## src/rtl/audio_ns_ctrl.sv

```systemverilog
// audio_ns_ctrl: sequencer that feeds mono samples to one fix_audio_ns core.
// Samples come in on a valid/ready stream and go to the core over a toggle
// req/ack handshake. Results go out on a valid/ready stream. Conf changes are
// applied by holding core_enable low for a fixed time, and only between samples.
module audio_ns_ctrl #(
    parameter  int FIXWID  = 16,
    parameter  int DIS_CYC = 20,
    parameter  int TMO_CYC = 4096,
    localparam int CW      = 3*FIXWID+4
) (
    input  logic              clk,
    input  logic              rst,

    // sample input stream
    input  logic              in_valid,
    input  logic [FIXWID-1:0] in_data,
    output logic              in_ready,

    // result output stream
    output logic              out_valid,
    output logic [FIXWID-1:0] out_data,
    input  logic              out_ready,

    // configuration port
    input  logic              cfg_wr,
    input  logic [CW-1:0]     cfg_data,
    output logic              cfg_busy,

    // core side
    output logic [CW-1:0]     core_conf,
    output logic              core_enable,
    output logic              core_req,
    output logic [FIXWID-1:0] core_rx_data,
    input  logic              core_ack,
    input  logic [FIXWID-1:0] core_tx_data,
    input  logic              core_overflow,

    // error reporting
    output logic              tmo_err,
    output logic [7:0]        ovf_cnt,
    input  logic              err_clr
);

    localparam int DIS_W = $clog2(DIS_CYC + 1);
    localparam int TMO_W = $clog2(TMO_CYC + 1);
    localparam logic [DIS_W-1:0] DIS_LAST = DIS_W'(DIS_CYC - 1);
    localparam logic [TMO_W-1:0] TMO_LAST = TMO_W'(TMO_CYC - 1);

    typedef enum logic [1:0] {
        ST_DIS   = 2'd0,
        ST_READY = 2'd1,
        ST_BUSY  = 2'd2
    } state_t;

    state_t            state;
    state_t            state_nxt;

    logic [DIS_W-1:0]  dis_cnt;
    logic [DIS_W-1:0]  dis_cnt_now;
    logic [TMO_W-1:0]  tmo_cnt;

    logic [CW-1:0]     pend_conf;
    logic              pend;
    logic              ack_q;

    logic              accept;
    logic              done;
    logic              timeout;
    logic              enter_dis;
    logic              dis_load;
    logic              dis_exit;
    logic              conf_load;
    logic              ovf_inc;

    // Next-state decode plus the one-cycle strobes that steer the datapath.
    // In DIS, a fresh conf (new write or one left pending) restarts the
    // disable period; the loading cycle itself counts as the first low cycle.
    always_comb begin
        state_nxt   = state;
        accept      = 1'b0;
        done        = 1'b0;
        timeout     = 1'b0;
        enter_dis   = 1'b0;
        dis_load    = 1'b0;
        dis_exit    = 1'b0;
        dis_cnt_now = dis_cnt;
        in_ready    = 1'b0;

        unique case (state)
            ST_DIS: begin
                dis_load    = cfg_wr || pend;
                dis_cnt_now = dis_load ? '0 : dis_cnt;
                if (dis_cnt_now == DIS_LAST) begin
                    dis_exit  = 1'b1;
                    state_nxt = ST_READY;
                end
            end
            ST_READY: begin
                in_ready = !pend && !out_valid;
                if (in_valid && !pend && !out_valid) begin
                    accept    = 1'b1;
                    state_nxt = ST_BUSY;
                end else if (pend && !out_valid) begin
                    enter_dis = 1'b1;
                    state_nxt = ST_DIS;
                end
            end
            ST_BUSY: begin
                if (core_ack != ack_q) begin
                    done      = 1'b1;
                    state_nxt = ST_READY;
                end else if (tmo_cnt == TMO_LAST) begin
                    timeout   = 1'b1;
                    enter_dis = 1'b1;
                    state_nxt = ST_DIS;
                end
            end
            default: begin
                state_nxt = ST_DIS;
            end
        endcase
    end

    assign conf_load = enter_dis || dis_load;
    assign ovf_inc   = done && core_overflow;
    assign cfg_busy  = pend || (state == ST_DIS);

    // State register; reset lands in DIS so the core starts disabled.
    always_ff @(posedge clk) begin
        if (rst) begin
            state <= ST_DIS;
        end else begin
            state <= state_nxt;
        end
    end

    // Disable-period counter: cleared on entry, advanced through DIS.
    always_ff @(posedge clk) begin
        if (rst) begin
            dis_cnt <= '0;
        end else if (enter_dis) begin
            dis_cnt <= '0;
        end else if ((state == ST_DIS) && !dis_exit) begin
            dis_cnt <= dis_cnt_now + DIS_W'(1);
        end
    end

    // Pending conf holds the latest write; it reaches the core only while disabled.
    always_ff @(posedge clk) begin
        if (rst) begin
            pend_conf <= '0;
            pend      <= 1'b1;
            core_conf <= '0;
        end else begin
            if (cfg_wr) begin
                pend_conf <= cfg_data;
            end
            if (conf_load) begin
                core_conf <= cfg_wr ? cfg_data : pend_conf;
                pend      <= 1'b0;
            end else if (cfg_wr) begin
                pend      <= 1'b1;
            end
        end
    end

    // Core enable drops when a disable period begins and rises when it ends.
    always_ff @(posedge clk) begin
        if (rst) begin
            core_enable <= 1'b0;
        end else if (enter_dis) begin
            core_enable <= 1'b0;
        end else if (dis_exit) begin
            core_enable <= 1'b1;
        end
    end

    // Launch a sample: capture data and the current ack level, flip req.
    always_ff @(posedge clk) begin
        if (rst) begin
            core_req     <= 1'b0;
            core_rx_data <= '0;
            ack_q        <= 1'b0;
        end else if (accept) begin
            core_req     <= ~core_req;
            core_rx_data <= in_data;
            ack_q        <= core_ack;
        end
    end

    // Ack watchdog: counts cycles spent in BUSY since the last accept.
    always_ff @(posedge clk) begin
        if (rst) begin
            tmo_cnt <= '0;
        end else if (accept) begin
            tmo_cnt <= '0;
        end else if ((state == ST_BUSY) && !done && !timeout) begin
            tmo_cnt <= tmo_cnt + TMO_W'(1);
        end
    end

    // Single-entry result buffer; held until the consumer takes it.
    always_ff @(posedge clk) begin
        if (rst) begin
            out_valid <= 1'b0;
            out_data  <= '0;
        end else if (done) begin
            out_valid <= 1'b1;
            out_data  <= core_tx_data;
        end else if (out_valid && out_ready) begin
            out_valid <= 1'b0;
        end
    end

    // Sticky timeout flag and saturating overflow count; a same-cycle event beats err_clr.
    always_ff @(posedge clk) begin
        if (rst) begin
            tmo_err <= 1'b0;
            ovf_cnt <= '0;
        end else begin
            if (timeout) begin
                tmo_err <= 1'b1;
            end else if (err_clr) begin
                tmo_err <= 1'b0;
            end

            if (err_clr) begin
                ovf_cnt <= ovf_inc ? 8'd1 : 8'd0;
            end else if (ovf_inc && (ovf_cnt != 8'hFF)) begin
                ovf_cnt <= ovf_cnt + 8'd1;
            end
        end
    end

endmodule

```

## config.mk

```make
export PLATFORM = sky130hd
export DESIGN_NAME = audio_ns_ctrl
export DESIGN_NICKNAME = d
export VERILOG_FILES = /design/src/rtl/audio_ns_ctrl.sv
export SDC_FILE = /design/constraint.sdc
export NUM_CORES = 1
export LEC_CHECK = 0
export CAP_MARGIN = 20
export CORE_MARGIN = 3
export CORE_UTILIZATION = 48
export DETAILED_ROUTE_END_ITERATION = 8
export HOLD_SLACK_MARGIN = 0.15
export PLACE_DENSITY_LB_ADDON = 0.1
export RECOVER_POWER = 50
export SLEW_MARGIN = 20
export SYNTH_ARGS = -nofsm -noshare
export SYNTH_HDL_FRONTEND = slang
export SYNTH_SLANG_ARGS = --single-unit
```

## constraint.sdc

```tcl
create_clock -name clk -period 2.45 [get_ports clk]
set_input_delay 0.49 -clock clk [delete_from_list [all_inputs] [get_ports clk]]
set_output_delay 0.49 -clock clk [all_outputs]
set_load 0.005 [all_outputs]
```

==> summary.txt <==
STA
  • Setup TNS: 0 ps
  • Final hold slack: 453 ps
  • Post-layout min period: approximately 2300 ps
  • Max frequency: 432 MHz
  • Relative slew slack: approximately 28%
  • Worst Max-Slew Pin Slew: 1090 ps
  • Endpoints failing hold: 0
  • Clock skew: 10.4 ps
  • Final Max Slew Viols: 0
  • Crit share post-route: roughly 94%
  • RSZ-0062 raised after global routing: false
  • Final setup violation count: 0

Floorplanning
  • Core Box Area: between 0.01 and 0.015 mm2
  • Row Count: 42
  • Top-level I/O count: 190
  • Chip Height: approximately 120 um
  • Starting Density: between 50% and 60%
  • Floorplan die width: between 100 and 150 um
  • Total die area: 0.0156 mm2

Yosys
  • YS warnings: 0
  • Main combinational cell family by area after synthesis: simple AND/OR/NAND/NOR gates
  • Multiplexer share of the synthesized area: approximately 17%
  • Synth Register Bits: 170
  • Post-synthesis simple-gate area fraction: a little under a fifth
  • Avg Cell Area, Syn: 9.80 um2
  • Post-synth cell types: 48
  • Post-Syn Area: about 0.0068 mm2
  • Post-synth top area cell: dfxtp_1
  • Syn Nets: roughly 800
  • Post-Synth XOR/XNOR Area: 0.499%
  • Cells after synthesis: approximately 690
  • Cell with the most instances after synthesis: dfxtp_1
  • Synth Flop Type: dfxtp_1
  • Seq/Total Area, Yosys: about 50%
  • Post-synthesis adder-cell area fraction: 1.29%
  • Synth top area cells: dfxtp_1 50%, mux2_2 8.5%, mux2i_1 8.3%
  • Post-synth top cells: 170 x dfxtp_1, 81 x nand2_1, 68 x nor2_1, 56 x a21oi_1, 56 x mux2i_1
  • Yosys top cell area share: 50.2%
  • Synth Area in Compound Gates: 9.25%
  • Post-synth ARST share: 0%
  • Number of synthesized flops with an enable pin: 0

CTS
  • Clock buffer depth: 2
  • Worst-Skew Late Latency: between 400 and 500 ps
  • Clock transition at path regs: approximately 60 ps
  • H-tree depth: 4
  • Post-cts hold buffer count: 0
  • CTS Sinks: 170
  • CTS tree: done
  • CTS root buf: clkbuf_16
  • Number of CTS-inserted buffers: 17

Setup path
  • R2R setup slack: about 340 ps
  • Worst R2R Start: state[0]$_SDFFE_PP0P_
  • R2R Path End: tmo_cnt[9]$_SDFFE_PP0P_
  • Worst r2r path cells: 6
  • Critical Path, Cell by Cell: inv_2 -> ha_2 -> nor3b_4 -> clkdlybuf4s50_1
  • CP arrival: between 1500 and 2000 ps
  • CP Max Fanout: 4
  • CP max-delay cell: clkdlybuf4s50_1
  • Crit end category: output pin
  • Worst Setup SP: state[1]$_SDFFE_PP0P_
  • Critical Path Start Type: flop
  • Critical path required time: approximately 2000 ps
  • CP peak stage delay: 540 ps
  • Crit Path Class: flop to output pin

GRT
  • All-layer global routing usage: a little over a fifth
  • Vias in the first global route: 5662
  • Pin count of the biggest net entering global routing: 58
  • First-pass GRT wire length: between 20000 and 30000 um
  • Global route overflow: 0
  • Initial antenna violation count: 0

Routing
  • DR iter-0 viols: roughly 350
  • DRC violations left: 0
  • WL/cell: 15.5 um
  • Drt total wl: 16500 um
  • Vias per cell: ~5.2
  • Post-route ant nets: 0
  • Via count: between 5000 and 6000
  • TritonRoute pass-1 iters: 4

Cells and area
  • Nets: slightly below 1000
  • Layout cells sized above 1: 12.4%
  • Area growth syn-to-layout: 40.1%
  • # diodes: 0

Power and ir drop
  • Power per cell area: between 700 and 800 mW/mm2
  • Clock Power Share: 39.8%
  • Comb power frac: between 15 and 20%
  • NetSw: about 1.5 mW
  • Leakage power: around 3.8 nW
  • Internal Power: 5.18 mW
  • Total Power: between 6 and 7 mW
  • Peak supply drop: 0.477 mV
  • Switching share of total power: between 20% and 30%
  • Sequential share of power: about 45%

Placed design
  • Port bufs: 189
  • Gpl congestion: between 0.8 and 0.9
  • DP HPWL: 11900 um

Min path
  • Worst Hold End: core_rx_data[3]$_SDFFE_PP0P_
  • Hold Path Class: flop to flop
  • Hold Path Depth: 2
  • HP Start: core_rx_data[3]$_SDFFE_PP0P_

Status
  • Outcome: finished, final reports clean

Job
  • Max-cap violations: 0
## cells by family after synthesis
group	after synthesis
AND/OR/NAND/NOR	253
flip-flops	170
multiplexers	109
AO/OA/AOI/OAI	98
buffers and inverters	51
adder cells (fa/ha/maj)	7
XOR/XNOR	3
## through the flow
step	util (%)	area, um2	setup slack (ps)	std cells
2_1_floorplan	-	6770	499	691
3_3_place_gp	66.0	8920	66.0	1035
3_5_place_dp	66.0	8920	10.3	1035
4_1_cts	70.5	9520	43.2	1065
5_1_grt	70.3	9490	1.47	1065
6_report	70.3	9490	136	1065
## metal layers
metal	track usage, %	vias up	wire (um)
met1	23.9	2658	6620
li1	-	2746	-
met5	0	-	0
met4	6.77	0	278
met2	37.8	144	8570
met3	7.46	21	1070
## cell usage in the layout, fill, tap and decap left out, types with 4 or more instances in the layout
cell type,count
clkdlybuf4s50_1,140
clkbuf_1,6
inv_1,11
nand2_1,81
nor2_1,68
dfxtp_1,170
nor2b_1,53
buf_4,9
mux2i_1,56
buf_12,4
or3_1,7
nand3_1,6
dlygate4sd3_1,47
nand4_1,4
mux2_2,51
or4_1,11
o31ai_1,12
o21ai_0,10
clkbuf_16,17
a21oi_1,56
ha_1,5
## layout make-up
cell class / instances / area, um2
inverter: 12 / 45.0
clock buffer: 20 / 447
clock inverter: 10 / 145
timing repair buffer: 207 / 2050
multi-input combinational: 470 / 3180
fill: 1089 / 4010
sequential: 170 / 3400
tap: 176 / 220
## worst max-delay path by stage
stage                                 endpoint  slack [ps]
floorplan           core_conf[10]$_SDFFE_PP0P_         500
global placement      tmo_cnt[11]$_SDFFE_PP0P_          70
detailed placement     tmo_cnt[9]$_SDFFE_PP0P_          10
CTS                                   cfg_busy          40
global route        core_conf[42]$_SDFFE_PP0P_           1
finish                                in_ready         140
## registers in the layout, indices dropped and copies added, names as in the netlist, 2 cells and up
register,flops
state,2
core_rx_data,16
dis_cnt,5
core_conf,52
out_data,16
pend_conf,52
tmo_cnt,13
ovf_cnt,8
## power groups by stage
stage               clock (mW)  combinational [mW]  sequential [mW]
floorplan                    0               0.516             3.07
global placement             0                1.02             3.07
detailed placement           0                1.05             3.08
CTS                       2.73                1.05             3.02
global route              2.86                1.11             3.04
finish                    2.67                1.02             3.02
## critical path, delay by kind of cell, from the launching register on
family | cells | cell delay, ps
and+or+nand+nor | 1 | 230
buffers and inverters | 2 | 640
adders and majority gates | 1 | 200
DFF | 1 | 340
## what timing repair did
action,CTS,global route
resized for setup,2,4
setup endpoints to repair,2,2
buffers inserted,0,0
(Power assumes the default switching activity.)
